### src/rtl/bus_pkg.sv
// Shared bus definitions for the DMA channel and the bus arbiter: default
// widths, request-line count and the DMA channel state encoding.
package bus_pkg;

  localparam int BUS_ADDR_W = 16;
  localparam int BUS_DATA_W = 8;
  localparam int DMA_LINES  = 8;

  typedef enum logic [2:0] {
    ST_IDLE    = 3'd0,
    ST_RD_REQ  = 3'd1,
    ST_RD_WAIT = 3'd2,
    ST_WR_REQ  = 3'd3,
    ST_WR_WAIT = 3'd4,
    ST_GAP     = 3'd5,
    ST_FIN     = 3'd6
  } dma_state_t;

  // States in which the channel owns, or is asking for, the bus
  function automatic logic is_beat_state(dma_state_t s);
    return (s == ST_RD_REQ) || (s == ST_RD_WAIT) ||
           (s == ST_WR_REQ) || (s == ST_WR_WAIT);
  endfunction

  function automatic logic is_wr_state(dma_state_t s);
    return (s == ST_WR_REQ) || (s == ST_WR_WAIT);
  endfunction

endpackage

### src/rtl/dma_addr_gen.sv
// Source/destination pointers and remaining word count for dma_channel.
// Pointers wrap modulo 2^ADDR_W; last flags the final word of the block.
module dma_addr_gen
  import bus_pkg::*;
#(
  parameter int ADDR_W = BUS_ADDR_W,
  parameter int LEN_W  = 16
) (
  input  logic              clk,
  input  logic              rst,
  input  logic              load,
  input  logic [ADDR_W-1:0] src_addr,
  input  logic [ADDR_W-1:0] dst_addr,
  input  logic [LEN_W-1:0]  len,
  input  logic              rd_step,
  input  logic              wr_step,
  output logic [ADDR_W-1:0] src,
  output logic [ADDR_W-1:0] dst,
  output logic              last
);

  logic [LEN_W-1:0] count;

  always_ff @(posedge clk or posedge rst) begin
    if (rst) begin
      src   <= '0;
      dst   <= '0;
      count <= '0;
    end else if (load) begin
      src   <= src_addr;
      dst   <= dst_addr;
      count <= len;
    end else begin
      if (rd_step) src <= src + ADDR_W'(1);
      // The count is consumed by the write, so a word is only retired once copied
      if (wr_step) begin
        dst   <= dst + ADDR_W'(1);
        count <= count - LEN_W'(1);
      end
    end
  end

  assign last = (count == LEN_W'(1));

endmodule

### src/rtl/dma_channel.sv
// Single-channel DMA master: copies len words src->dst, one arbitrated read
// beat then one write beat per word. Define DMA_CHANNEL_BURST_EN to keep the
// bus request high between beats instead of releasing it for one cycle.
module dma_channel
  import bus_pkg::*;
#(
  parameter int ADDR_W = BUS_ADDR_W,
  parameter int DATA_W = BUS_DATA_W,
  parameter int LEN_W  = 16
) (
  input  logic              clk,
  input  logic              rst,
  input  logic              start,
  input  logic [ADDR_W-1:0] src_addr,
  input  logic [ADDR_W-1:0] dst_addr,
  input  logic [LEN_W-1:0]  len,
  input  logic              abort,
  output logic              busy,
  output logic              done,
  output logic              dma,
  input  logic              grant,
  input  logic              ready,
  output logic [ADDR_W-1:0] bus_addr,
  output logic [DATA_W-1:0] bus_wdata,
  input  logic [DATA_W-1:0] bus_rdata,
  output logic              bus_we,
  output logic              bus_oe
);

  dma_state_t        state, state_nxt;
  dma_state_t        ret_state, ret_nxt;
  logic              abort_pend;
  logic [DATA_W-1:0] hold_reg;
  logic [ADDR_W-1:0] src, dst;
  logic              last;
  logic              load, rd_step, wr_step;
  logic              beat_ok, stop_req;

  assign beat_ok  = grant & ready;
  assign stop_req = abort | abort_pend;

  dma_addr_gen #(
    .ADDR_W(ADDR_W),
    .LEN_W (LEN_W)
  ) u_addr_gen (
    .clk     (clk),
    .rst     (rst),
    .load    (load),
    .src_addr(src_addr),
    .dst_addr(dst_addr),
    .len     (len),
    .rd_step (rd_step),
    .wr_step (wr_step),
    .src     (src),
    .dst     (dst),
    .last    (last)
  );

  always_comb begin
    state_nxt = state;
    ret_nxt   = ret_state;
    load      = 1'b0;
    rd_step   = 1'b0;
    wr_step   = 1'b0;
    case (state)
      ST_IDLE: begin
        if (start) begin
          if (len != '0) begin
            load      = 1'b1;
            state_nxt = ST_RD_REQ;
          end else begin
            state_nxt = ST_FIN;
          end
        end
      end
      ST_RD_REQ, ST_RD_WAIT: begin
        // Abort may only pre-empt a read that has not been granted yet
        if (state == ST_RD_REQ && !grant && stop_req) begin
          state_nxt = ST_FIN;
        end else if (beat_ok) begin
          rd_step = 1'b1;
`ifdef DMA_CHANNEL_BURST_EN
          state_nxt = ST_WR_REQ;
`else
          state_nxt = ST_GAP;
          ret_nxt   = ST_WR_REQ;
`endif
        end else if (grant) begin
          state_nxt = ST_RD_WAIT;
        end
      end
      ST_WR_REQ, ST_WR_WAIT: begin
        if (beat_ok) begin
          wr_step = 1'b1;
          if (last || stop_req) begin
            state_nxt = ST_FIN;
          end else begin
`ifdef DMA_CHANNEL_BURST_EN
            state_nxt = ST_RD_REQ;
`else
            state_nxt = ST_GAP;
            ret_nxt   = ST_RD_REQ;
`endif
          end
        end else if (grant) begin
          state_nxt = ST_WR_WAIT;
        end
      end
      ST_GAP:  state_nxt = ret_state;
      ST_FIN:  state_nxt = ST_IDLE;
      default: state_nxt = ST_IDLE;
    endcase
  end

  // Outputs are registered from the next state so they line up with it
  always_ff @(posedge clk or posedge rst) begin
    if (rst) begin
      state      <= ST_IDLE;
      ret_state  <= ST_IDLE;
      abort_pend <= 1'b0;
      dma        <= 1'b0;
      busy       <= 1'b0;
      done       <= 1'b0;
      bus_we     <= 1'b0;
      bus_addr   <= '0;
      hold_reg   <= '0;
    end else begin
      state     <= state_nxt;
      ret_state <= ret_nxt;
      // An abort seen mid-word is remembered so the matching write still runs
      if (state_nxt == ST_IDLE || state_nxt == ST_FIN)
        abort_pend <= 1'b0;
      else
        abort_pend <= abort_pend | abort;
      dma    <= is_beat_state(state_nxt);
      busy   <= (state_nxt != ST_IDLE);
      done   <= (state == ST_FIN);
      bus_we <= is_wr_state(state_nxt);
      if (load)
        bus_addr <= src_addr;
      else if (state_nxt == ST_RD_REQ)
        bus_addr <= src;
      else if (state_nxt == ST_WR_REQ)
        bus_addr <= dst;
      if (rd_step) hold_reg <= bus_rdata;
    end
  end

  assign bus_wdata = hold_reg;
  assign bus_oe    = grant & is_beat_state(state);

endmodule

### config.mk
export PLATFORM = sky130hd
export DESIGN_NAME = dma_channel
export DESIGN_NICKNAME = d
export VERILOG_FILES = /design/src/rtl/bus_pkg.sv /design/src/rtl/dma_addr_gen.sv /design/src/rtl/dma_channel.sv
export SDC_FILE = /design/constraint.sdc
export NUM_CORES = 1
export LEC_CHECK = 0
export BUFFER_PORTS_ARGS = -buffer_cell sky130_fd_sc_hd__buf_2
export CORE_MARGIN = 8
export CORE_UTILIZATION = 55
export CTS_BUF_LIST = sky130_fd_sc_hd__clkbuf_8
export CTS_CLUSTER_DIAMETER = 200
export DETAILED_ROUTE_END_ITERATION = 8
export PLACE_DENSITY = 0.82
export SYNTH_ARGS = -nofsm -noshare
export SYNTH_HDL_FRONTEND = slang
export SYNTH_SLANG_ARGS = --single-unit
export TNS_END_PERCENT = 20
### constraint.sdc
create_clock -name clk -period 3.3 [get_ports clk]
set_input_delay 0.33 -clock clk [delete_from_list [all_inputs] [get_ports clk]]
set_output_delay 0.33 -clock clk [all_outputs]
set_load 0.02 [all_outputs]
==> flow_summary.json <==
{
  "synthFlopType": "dfrtp_1",
  "synth-seq-area-share": 0.474,
  "antenna_found_initial": 0,
  "diodes": 0,
  "synth_edf_count": 0,
  "gr-total-overflow": 0,
  "cts_max_path_buffers": 2,
  "post-route-drc-count": 0,
  "crit_path_max_fanout": 16,
  "fin_area_sq_um": 5080,
  "status": "completed",
  "yosysTopAreaCellShare": 0.474,
  "drv_cap": 0,
  "fin_cells": 641,
  "leakagePower_nw": 2.23,
  "maxSlewHeadroom": 0.473,
  "yosys_warnings": 0,
  "path_clk_slew_ps": 90,
  "drv_slew": 0,
  "dpl-instance-area_sq_um": 4880,
  "finalHoldViolCount": 0,
  "cts_resized": 0,
  "ys_seq_elements": 82,
  "postCtsSetupBuffers": 0,
  "fill_cells": 619,
  "cts_made_buffers": 9,
  "hold_buffers": 0,
  "multi_input_area_sq_um": 2140,
  "fmax_ghz": 0.404,
  "worst_slew_pin_slew_ps": 791,
  "grt_pass1_vias": 3945,
  "hpwl_um": 8200,
  "dr_total_vias": 3814,
  "clk_latency_ps": 360,
  "synth_area_leaders": "dfrtp_1 (47%), a21oi_1 (4.2%), xor2_1 (4.0%)",
  "register_area_sq_um": 2050,
  "drtIter0Drc": 228,
  "area_growth_pct": 17.5,
  "start_util": 0.563,
  "async_flop_share": 1.00,
  "finalSetupTns_ps": 0,
  "rsz0062_at_grt": "false",
  "grt_max_degree": 51,
  "place_congestion": 0.866,
  "grt_pass1_wl_um": 19000,
  "track_usage": 0.210,
  "cts_tree": "done",
  "r2r_slack_ps": 820,
  "die_w_um": 105,
  "vdd_drop_max_uv": 465,
  "synth_cells": 449,
  "dp.cells": 625,
  "critPathLaunchType": "flop",
  "wl_per_cell_um": 17.4,
  "core_area_sq_um": 7690,
  "port_buffers": 90,
  "whs_ps": 82.2,
  "p_per_area_nw_per_um2": 968,
  "wl_um": 11100,
  "cts_root_buf": "clkbuf_8",
  "std_cell_rows": 32,
  "synth.net_count": 515,
  "setup_slack_ps": 823,
  "yosys.area.top_type": "dfrtp_1",
  "yosysUniqueCellTypes": 55,
  "layout.nets": 600,
  "ant_nets": 0,
  "dieHeight_um": 105,
  "cp_data_arrival_time_ps": 2720,
  "ios": 91,
  "worst_setup_path_end_kind": "flop",
  "htreeDepth": 3,
  "fin_crit_ps": 2480,
  "synth.avg_cell_area_sq_um": 9.63,
  "cts.sinks": 82,
  "synth_area_sq_um": 4330,
  "setup-violations-final": 0,
  "setup.worst_path.class": "reg2reg",
  "via_per_inst": 5.95,
  "finClkSkew_ps": 10.5,
  "period_share": 0.751,
  "drive_gt1_frac": 0.258,
  "hold_class": "in2async",
  "cp.required_ps": 3550,
  "first_pass_iters": 6,
  "pre_cts_ws_ps": 734,
  "die-area_sq_um": 11000
}
per-layer routing:
metal,GRT usage,share of wire,vias to the layer above
met3,0.0467,0.063,24
li1,-,-,1797
met2,0.326,0.47,143
met1,0.277,0.45,1850
met5,0,0,-
met4,0.0877,0.022,0
stage by stage:
stage,power [mW],utilization
global placement,4.07,0.634
detailed placement,4.17,0.634
floorplan,3.53,-
CTS,4.93,0.661
finish,4.92,0.661
global route,5.27,0.661
critical path, stage by stage, from the launching register on:
cell and delay, ps:
dfrtp_1 450, or4_4 590, or3_4 380, a211oi_2 310
nor4_4 80, buf_4 240, mux2i_1 210, a21oi_1 90
report_power, final:
group | switching [mW] | internal [mW] | total [mW]
sequential | 0.501 | 1.49 | 1.99
clock | 0.375 | 0.371 | 0.746
combinational | 1.24 | 0.948 | 2.19
total | 2.11 | 2.81 | 4.92
kinds of logic (layout without fill, tap and decap cells):
| logic type | Yosys count | count (layout) | synth area share |
|---|---|---|---|
| buf+inv | 32 | 122 | 0.0321 |
| flops | 82 | 82 | 0.474 |
| compound gates | 112 | 112 | 0.164 |
| mux | 25 | 25 | 0.0602 |
| fa+ha+maj | 5 | 5 | 0.0139 |
| simple gates | 162 | 162 | 0.193 |
| xor+xnor | 31 | 31 | 0.0628 |
synth_stat cells (3+ instances only):
cell type  count
dfrtp_1       82
nand2_1       46
nor2_1        37
a21oi_1       36
o21ai_0       23
xor2_1        20
clkbuf_1      17
mux2i_1       17
o22ai_1       16
nand3_1       15
xnor2_1       11
nor3_1         9
mux2_2         8
nor4_1         8
inv_1          7
nand4_1        7
o211ai_1       6
and2_1         5
and3_1         5
or3_1          5
a221o_1        4
ha_1           4
o21a_1         4
o311ai_1       4
or2_2          4
and4_1         3
buf_1          3
buf_2          3
nand2b_1       3
nand3b_1       3
o311ai_0       3
path summary, 6_finish.rpt:
kind | from | endpoint | cells past startpoint
max in group asynchronous | rst | u_addr_gen.count[2] | 3
hold / removal | rst | bus_addr[4] | 2
min in group clk | dst_addr[6] | u_addr_gen.dst[6] | 3
setup / recovery | u_addr_gen.count[4] | bus_addr[7] | 7
setup reg to reg | u_addr_gen.count[4] | bus_addr[7] | 7
hold reg to reg | ret_state[0] | ret_state[0] | 1
layout by cell type, fill, tap and decap left out, drive strengths merged, types with 8 or more instances in the layout:
cell | synthesis | final
mux2 | 8 | 8
nand2 | 46 | 46
nor2 | 37 | 37
buf | 8 | 99
nand3 | 15 | 15
xor2 | 20 | 20
nor3 | 10 | 10
clkbuf | 17 | 10
o21ai | 24 | 24
mux2i | 17 | 17
a21oi | 36 | 36
dfrtp | 82 | 82
nor4 | 9 | 9
o22ai | 16 | 16
xnor2 | 11 | 11
registers in the layout (all words and copies together) (netlist names):
signal / flops
u_addr_gen.src: 16
abort_pend: 1
done: 1
bus_wdata: 8
u_addr_gen.dst: 16
busy: 1
bus_addr: 16
state: 3
u_addr_gen.count: 16
ret_state: 2
dma: 1
bus_we: 1
area by class of cell:
class	instances	area share
multi-input combinational	335	0.421
sequential	82	0.404
timing repair buffer	99	0.104
clock buffer	10	0.0271
tap	102	0.0251
clock inverter	6	0.0131
inverter	7	0.00542
Note: power is estimated with default switching activity, not from simulation.
